### config.mk
export PLATFORM = sky130hd
export DESIGN_NAME = spi_crypto_slave_flat
export DESIGN_NICKNAME = d
export VERILOG_FILES = /design/src/rtl/spi_crypto_slave_if.sv /design/src/rtl/spi_crypto_slave.sv /design/src/flat_wrapper.sv
export SDC_FILE = /design/constraint.sdc
export NUM_CORES = 1
export LEC_CHECK = 0
export CAP_MARGIN = 20
export CORE_ASPECT_RATIO = 1.4
export CORE_UTILIZATION = 55
export CTS_BUF_LIST = sky130_fd_sc_hd__clkbuf_16
export DETAILED_ROUTE_END_ITERATION = 7
export GPL_TIMING_DRIVEN = 0
export PLACE_DENSITY = 0.8
export SYNTH_ARGS = -nofsm -noshare
export SYNTH_HDL_FRONTEND = slang
export SYNTH_SLANG_ARGS = --single-unit
### constraint.sdc
create_clock -name in_clk -period 3 [get_ports in_clk]
set_clock_uncertainty 0.15 [all_clocks]
set_input_delay 0.6 -clock in_clk [delete_from_list [all_inputs] [get_ports in_clk]]
set_output_delay 0.6 -clock in_clk [all_outputs]
set_load 0.01 [all_outputs]
### src/rtl/spi_crypto_slave_if.sv
// rtl/spi_crypto_slave_if.sv - serial link and AES-core handshake bundle for spi_crypto_slave
interface spi_crypto_slave_if #(
  parameter int nk = 8,
  parameter int nb = 4
);
  localparam int KEY_W = 32 * nk;
  localparam int MSG_W = 32 * nb;

  logic             cs;
  logic             Mosi;
  logic             Miso;
  logic             data_done;
  logic [MSG_W-1:0] core_msg;
  logic [KEY_W-1:0] core_key;
  logic             core_start;
  logic [MSG_W-1:0] core_result;
  logic             core_valid;
  logic             parity_err;

  modport slave (
    input  cs, Mosi, core_result, core_valid,
    output Miso, data_done, core_msg, core_key, core_start, parity_err
  );

  modport master (
    output cs, Mosi, core_result, core_valid,
    input  Miso, data_done, core_msg, core_key, core_start, parity_err
  );
endinterface

### src/rtl/spi_crypto_slave.sv
// rtl/spi_crypto_slave.sv - serial {message,key} receiver / result transmitter around an AES core
// Optional trailing even-parity bit on the received frame: define SPI_PARITY_EN.
module spi_crypto_slave #(
  parameter int nk = 8,
  parameter int nb = 4
) (
  input  logic              in_clk,
  input  logic              rst,
  spi_crypto_slave_if.slave bus
);
  localparam int KEY_W  = 32 * nk;
  localparam int MSG_W  = 32 * nb;
  localparam int DATA_W = MSG_W + KEY_W;
`ifdef SPI_PARITY_EN
  localparam int RX_BITS  = DATA_W + 1;
  localparam int RX_SR_W  = DATA_W;
`else
  localparam int RX_BITS  = DATA_W;
  localparam int RX_SR_W  = DATA_W - 1;
`endif
  localparam int CNT_W = $clog2(RX_BITS + 1);
  localparam logic [CNT_W-1:0] RX_LAST = CNT_W'(RX_BITS - 1);
  localparam logic [CNT_W-1:0] TX_LAST = CNT_W'(MSG_W - 1);

  typedef enum logic [2:0] {IDLE, RECV, START, WAIT, SEND} state_t;

  state_t             state, state_next;
  logic [CNT_W-1:0]   cnt;
  logic [RX_SR_W-1:0] rx_sr;
  logic [MSG_W-1:0]   tx_sr;
  logic [MSG_W-1:0]   msg_q;
  logic [KEY_W-1:0]   key_q;
  logic               miso_q;
  logic               done_q;
  logic               start_q;
  logic               rx_last;
  logic [DATA_W-1:0]  rx_word;
  logic               frame_ok;

  assign rx_last = (cnt == RX_LAST);

`ifdef SPI_PARITY_EN
  logic par_acc;
  logic perr_q;
  // The last bit is the parity bit itself, so the data word is already fully shifted in.
  assign rx_word        = rx_sr;
  assign frame_ok       = ~(par_acc ^ bus.Mosi);
  assign bus.parity_err = perr_q;
`else
  assign rx_word        = {rx_sr, bus.Mosi};
  assign frame_ok       = 1'b1;
  assign bus.parity_err = 1'b0;
`endif

  assign bus.Miso       = miso_q;
  assign bus.data_done  = done_q;
  assign bus.core_msg   = msg_q;
  assign bus.core_key   = key_q;
  assign bus.core_start = start_q;

  always_ff @(posedge in_clk or negedge rst) begin
    if (!rst) state <= IDLE;
    else      state <= state_next;
  end

  always_comb begin
    state_next = state;
    case (state)
      IDLE:  if (!bus.cs) state_next = RECV;
      RECV: begin
        if (bus.cs)       state_next = IDLE;
        else if (rx_last) state_next = frame_ok ? START : IDLE;
      end
      START: state_next = WAIT;
      WAIT:  if (bus.core_valid) state_next = SEND;
      SEND:  if (cnt == TX_LAST) state_next = IDLE;
      default: state_next = IDLE;
    endcase
  end

  always_ff @(posedge in_clk or negedge rst) begin
    if (!rst) begin
      cnt     <= '0;
      rx_sr   <= '0;
      tx_sr   <= '0;
      msg_q   <= '0;
      key_q   <= '0;
      miso_q  <= 1'b0;
      done_q  <= 1'b0;
      start_q <= 1'b0;
`ifdef SPI_PARITY_EN
      par_acc <= 1'b0;
      perr_q  <= 1'b0;
`endif
    end else begin
      start_q <= 1'b0;
      case (state)
        IDLE: begin
          if (!bus.cs) begin
            rx_sr <= {{(RX_SR_W-1){1'b0}}, bus.Mosi};
            cnt   <= CNT_W'(1);
`ifdef SPI_PARITY_EN
            par_acc <= bus.Mosi;
`endif
          end
        end
        RECV: begin
          if (bus.cs) begin
            cnt <= '0;
          end else if (rx_last) begin
            cnt <= '0;
            if (frame_ok) begin
              msg_q   <= rx_word[DATA_W-1 -: MSG_W];
              key_q   <= rx_word[KEY_W-1:0];
              start_q <= 1'b1;
            end
`ifdef SPI_PARITY_EN
            if (!frame_ok) perr_q <= 1'b1;
`endif
          end else begin
            rx_sr <= {rx_sr[RX_SR_W-2:0], bus.Mosi};
            cnt   <= cnt + CNT_W'(1);
`ifdef SPI_PARITY_EN
            par_acc <= par_acc ^ bus.Mosi;
`endif
          end
        end
        WAIT: begin
          if (bus.core_valid) begin
            tx_sr  <= bus.core_result;
            miso_q <= bus.core_result[MSG_W-1];
            done_q <= 1'b1;
            cnt    <= '0;
          end
        end
        SEND: begin
          // Miso already shows the current bit; the edge after bit 0 closes the frame.
          if (cnt == TX_LAST) begin
            miso_q <= 1'b0;
            done_q <= 1'b0;
            cnt    <= '0;
          end else begin
            miso_q <= tx_sr[MSG_W-2];
            tx_sr  <= tx_sr << 1;
            cnt    <= cnt + CNT_W'(1);
          end
        end
        default: ;
      endcase
    end
  end
endmodule
### src/flat_wrapper.sv
// flat-port wrapper written by rule: the top's interface ports become plain ports
module spi_crypto_slave_flat 
#(
  parameter int nk = 8,
  parameter int nb = 4
)
  (in_clk, rst, bus_cs, bus_Mosi, bus_core_result, bus_core_valid, bus_Miso, bus_data_done, bus_core_msg, bus_core_key, bus_core_start, bus_parity_err);
  spi_crypto_slave_if #(.nk(nk), .nb(nb)) bus_i ();
  input  logic in_clk;
  input  logic rst;
  input wire logic [$bits(bus_i.cs)-1:0] bus_cs;
  input wire logic [$bits(bus_i.Mosi)-1:0] bus_Mosi;
  input wire logic [$bits(bus_i.core_result)-1:0] bus_core_result;
  input wire logic [$bits(bus_i.core_valid)-1:0] bus_core_valid;
  output wire logic [$bits(bus_i.Miso)-1:0] bus_Miso;
  output wire logic [$bits(bus_i.data_done)-1:0] bus_data_done;
  output wire logic [$bits(bus_i.core_msg)-1:0] bus_core_msg;
  output wire logic [$bits(bus_i.core_key)-1:0] bus_core_key;
  output wire logic [$bits(bus_i.core_start)-1:0] bus_core_start;
  output wire logic [$bits(bus_i.parity_err)-1:0] bus_parity_err;
  assign bus_i.cs = bus_cs;
  assign bus_i.Mosi = bus_Mosi;
  assign bus_i.core_result = bus_core_result;
  assign bus_i.core_valid = bus_core_valid;
  assign bus_Miso = bus_i.Miso;
  assign bus_data_done = bus_i.data_done;
  assign bus_core_msg = bus_i.core_msg;
  assign bus_core_key = bus_i.core_key;
  assign bus_core_start = bus_i.core_start;
  assign bus_parity_err = bus_i.parity_err;
  spi_crypto_slave #(.nk(nk), .nb(nb)) u_core (.in_clk(in_clk), .rst(rst), .bus(bus_i));
endmodule
After elaboration in Yosys (flattened, before gate mapping)
Index checks and enable logic that the tools add are counted.

Bits in registers: 909. Logic and storage cells: 63.

Add/subtract/negate cells: 1. Equality and inequality tests: 13. Multiplexer cells: 28. Bitwise gates (word level): 1. Reduce and logical (&&, ||, !) cells: 11.

Operator list (number): two-way mux 383 bit (3); case mux 383 bit (2 select lines) (1); two-way mux 127 bit (2); case mux 127 bit (2 select lines) (1); two-way mux 9 bit (5); case mux 9 bit (4 select lines) (1); two-way mux 3 bit (5); case mux 3 bit (5 select lines) (1); AND reduction 3 bit (4); != test 2 bit, second input constant (5); adder 9 x 1 -> 9 bit, second input constant (1); == test 9 x 7 -> 1 bit, second input constant (1); == test 9 bit, second input constant (1); AND reduction 4 bit (2); two-way mux 1 bit (7); == test 3 x 2 -> 1 bit, second input constant (2); case mux 1 bit (2 select lines) (2); nonzero test 2 bit (2); nonzero test 4 bit (1); == test 3 x 1 -> 1 bit, second input constant (1); == test 3 bit, second input constant (1); zero test 3 bit (1); != test 3 x 2 -> 1 bit, second input constant (1); != test 2 x 1 -> 1 bit, second input constant (1); 2 further kinds (2).

Depth between registers and ports, before layout
Depth in word-level cells: 4. Gate-level depth with buffers: 9.

Least setup slack after synthesis
OpenSTA, ideal clock, no wires.

Kind: reg2reg. Start: register u_core.cnt[1]. End: register u_core.rx_sr[312]. Arrival: 2046 ps. Required time: 2771 ps. Setup slack: 724 ps. Stages on the path, launching flop included: 10. Path buffers: 4. Cell sequence: dfrtp_1 ha_1 and3_1 clkbuf_1 nand4_1 nor4b_1 clkbuf_1 buf_2 buf_2 mux2i_1.

Cells in the longest elaborated chain, start to end: 3.

RTL lines: start: declaration (RTL line spi_crypto_slave.sv:28) `logic [CNT_W-1:0] cnt;`; start signal: assignment (RTL line spi_crypto_slave.sv:122) `cnt <= cnt + CNT_W'(1);`; start signal: assignment (RTL line spi_crypto_slave.sv:145) `cnt <= cnt + CNT_W'(1);`; == test 9 bit (RTL line spi_crypto_slave.sv:40) `assign rx_last = (cnt == RX_LAST);`; != test 2 bit (no line); AND reduction 4 bit (no line); end signal: assignment (RTL line spi_crypto_slave.sv:100) `rx_sr <= {{(RX_SR_W-1){1'b0}}, bus.Mosi};`; end signal: assignment (RTL line spi_crypto_slave.sv:121) `rx_sr <= {rx_sr[RX_SR_W-2:0], bus.Mosi};`; end: declaration (RTL line spi_crypto_slave.sv:29) `logic [RX_SR_W-1:0] rx_sr;`.

No other way between the ends. A chain may end at the register's enable or synchronous reset.

Final worst setup path
Start: register u_core.cnt[1]. End: register u_core.rx_sr[376].

Same word-level chain as after synthesis.

==> flow_summary_export.csv <==
group,metric,value,unit
place,place_ws,-0.3909,ns
yosys,seq_area_frac_synth,59.83,%
yosys,ys_ff_latch,909,
timing,timing.final.max_slew_violations,0,
critical_path,crit_slowest_cell,"dfrtp_1",
clock_network,cts-htree-levels,3,
clock_network,cts_buffers,87,
route,remaining_antenna_violation_count_after_routing,0,
global_route,globalRoute.totalOverflow,0,
timing,fin_ws,0.2346,ns
job,maxCapViolations,0,
outcome,run_status,"completed",
die,ios,521,
place,routabilityCongestion,0.8047,
timing,worst-slew-pin-transition,0.8646,ns
critical_path,path_class,"reg -> reg",
global_route,grtUsageTotal,24.40,%
power_and_ir_drop,max-vdd-ir-drop,488.3,uV
critical_path,crit_fanout,10,
critical_path,path_cells,"ha_1 > and3_1 > clkbuf_1 > nand4_1 > nor4b_1 > buf_2 > buf_4 > buf_2 > mux2i_1",
route,firstDrtPassIters,5,
route,drtIter0Drc,1231,
finish,layout-drive-gt1-share,11.20,%
power_and_ir_drop,cell_area_power_density,533.2,nW/um2
route,detail_route.wl_per_cell,18.39,um
clock_network,clk-insertion-delay-late,0.63,ns
yosys,ys.warnings.count,0,
yosys,synth_async_sr_flop_share,100.0,%
route,routed_wirelength,83840,um
timing,fin_setup_tns,0,ns
die,die_h,313.1,um
critical_path,critical_path.endpoint_type,"flip-flop",
timing,max-slew-margin-rel,42.36,%
critical_path,critPathMostFrequentCell,"buf_2",
clock_network,clock_sink_count,909,
timing,layout_min_cycle_time,2.765,ns
place,dp_cells,4394,
finish,filler_cell_count,4784,
yosys,synth_enable_flop_cells,0,
die,die-width,224.2,um
timing,fin_hold_ws,0.3275,ns
die,core-area,68150,um2
yosys,synth_top_flop_cell,"dfrtp_1",
global_route,initial_antenna_violation_count,6,
finish,layout-area-overhead-vs-synth,25.15,%
clock_network,cts_root_buf,"clkbuf_16",
place,dpl.hpwl,59720,um
power_and_ir_drop,p_leak,23.27,nW
die,die_area,70190,um2
route,routed-via-count,23440,
route,detail_route.drc_violations,0,
clock_network,cts_max_path_buffers,3,
worst_hold_path,min_path_type,"reg -> reg",
yosys,syn-cell-area,38020,um2
timing,rsz0062_at_grt,"false",
timing,setup_violations,0,
place,port_buffers,519,
critical_path,timing.critical_path.from_type,"flip-flop",
critical_path,worst-endpoint-required,3.40,ns
die,initial_core_util,55.79,%
yosys,yosys.cell_types.count,47,
timing,final_min_period_over_clock_period,92.18,%
timing,timing.fmax,361.6,MHz
yosys,syn_avg_cell_area,12.90,um2
route,via_per_inst,5.140,
timing,finalHoldViolCount,0,
critical_path,cp_data_arrival_time,3.17,ns
global_route,grt_pass1_vias,24710,
clock_network,clk_pin_slew,0.06,ns
critical_path,max_stage_delay,0.40,ns
finish,post_layout_nonfiller_instances,4560,
global_route,grt_start_max_net_pins,126,
die,fp-row-count,113,
clock_network,cts_tree,"done",
finish,final_net_count,3699,
global_route,wire_length_of_the_first_global_routing_pass,134300,um
yosys,synthesis.nets,3081,
yosys,netlist_instances,2947,
[stage by stage]
step / area, um2 / power, mW / util [%]
final: 47580 / 25.37 / 69.82
after global routing: 47570 / 26.32 / 69.81
after CTS: 47460 / 25.70 / 69.65
after detailed placement: 44590 / 14.64 / 65.43
after global placement: 44360 / 14.59 / 65.10
after floorplan: 38020 / 13.70 / -
[flip-flops by register name, indices dropped and copies added (netlist names)]
signal / cells
u_core.rx_sr: 383
u_core.bus.core_key: 256
u_core.bus.core_msg: 128
u_core.tx_sr: 127
u_core.cnt: 9
u_core.state: 3
u_core.bus.Miso: 1
u_core.bus.core_start: 1
u_core.bus.data_done: 1
[layer usage]
metal	wire (um)	part of all wire (%)	track usage [%]
met5	22	0.026	0
met4	3653	4.4	11.35
met3	6470	7.7	7.977
met2	40680	49	40.38
met1	33010	39	28.84
[logic make-up (layout without fill, tap and decap cells)]
family	count (synthesis)	in the layout	share of synthesized area, %
adder cells (fa/ha/maj)	1	1	0.03291
buffers and inverters	550	1238	6.020
flip-flops	909	909	59.83
AO/OA/AOI/OAI	31	31	0.5529
XOR/XNOR	1	1	0.02304
other	1	6	0.009864
multiplexers	1020	1020	28.95
AND/OR/NAND/NOR	434	434	4.578
[worst paths after layout]
kind / from / endpoint / slack (ns) / cells after the start
worst min register to register: u_core.tx_sr[55] / u_core.tx_sr[55] / 0.33 / 1
max in group asynchronous: rst / u_core.rx_sr[93] / 0.34 / 5
worst max register to register: u_core.cnt[1] / u_core.rx_sr[376] / 0.23 / 9
worst max-delay path: u_core.cnt[1] / u_core.rx_sr[376] / 0.23 / 9
worst min-delay path: u_core.tx_sr[55] / u_core.tx_sr[55] / 0.33 / 1
min in group asynchronous: rst / u_core.bus.core_msg[53] / 0.34 / 2
[placed cells by master (no fill, tap or decap), types with 8 or more instances in the layout]
master           synthesis  routed
dfrtp_1                909     909
clkdlybuf4s50_1          0     518
mux2_1                 478     478
inv_1                  386     404
nand2_1                394     394
mux2i_1                384     384
mux2_2                 158     158
clkbuf_16                0      90
clkbuf_1                56      55
buf_4                   37      39
buf_2                   68      34
clkbuf_4                 0      33
clkinv_2                 0      19
clkinv_1                 0      13
bufinv_16                0      10
o21ai_0                  9       9
nand3_1                  8       8
buf_16                   0       8
[layout make-up]
cell class	count	area (um2)	share of cell area [%]
diodes	5	12.51	0.02630
plain buffers	164	928.4	1.951
clock buffers	90	2252	4.733
clock inverters	69	595.6	1.252
inverters	386	1449	3.045
multi-input cells	1488	12990	27.31
flip-flops and latches	909	22750	47.81
well taps	920	1151	2.419
repair buffers	529	5450	11.46
[power by group]
part           internal (mW)  switching, mW
sequential              12.3         0.0429
clock                   6.31           4.67
combinational          0.585           1.47
total                   19.2           6.18
[cell usage after synthesis, drive strengths merged, types with 4 or more instances]
library cell,number,area share (%)
and3,4,0.066
buf,108,1.7
clkbuf,56,0.55
dfrtp,909,60
inv,386,3.8
mux2,636,19
mux2i,384,10
nand2,394,3.9
nand3,8,0.11
nand4,4,0.066
nor2,5,0.049
o21ai,9,0.12
[critical path, delay by kind of cell, from the launching register on]
kind	cells	cell delay, ns
multiplexers	1	0.24
flip-flops	1	0.40
adder cells (fa/ha/maj)	1	0.23
AND/OR/NAND/NOR	3	0.59
buffers and inverters	4	1.06
[what timing repair did]
item | 4_1_cts | 5_1_grt
gates cloned | 0 | 0
setup endpoints to repair | 730 | 375
resized for setup | 5 | 34
setup buffers | 0 | 1
hold buffers | 1 | 0
pin swaps | 0 | 1
endpoints found under the hold margin | 55 | 0
(Power assumes the default switching activity.)
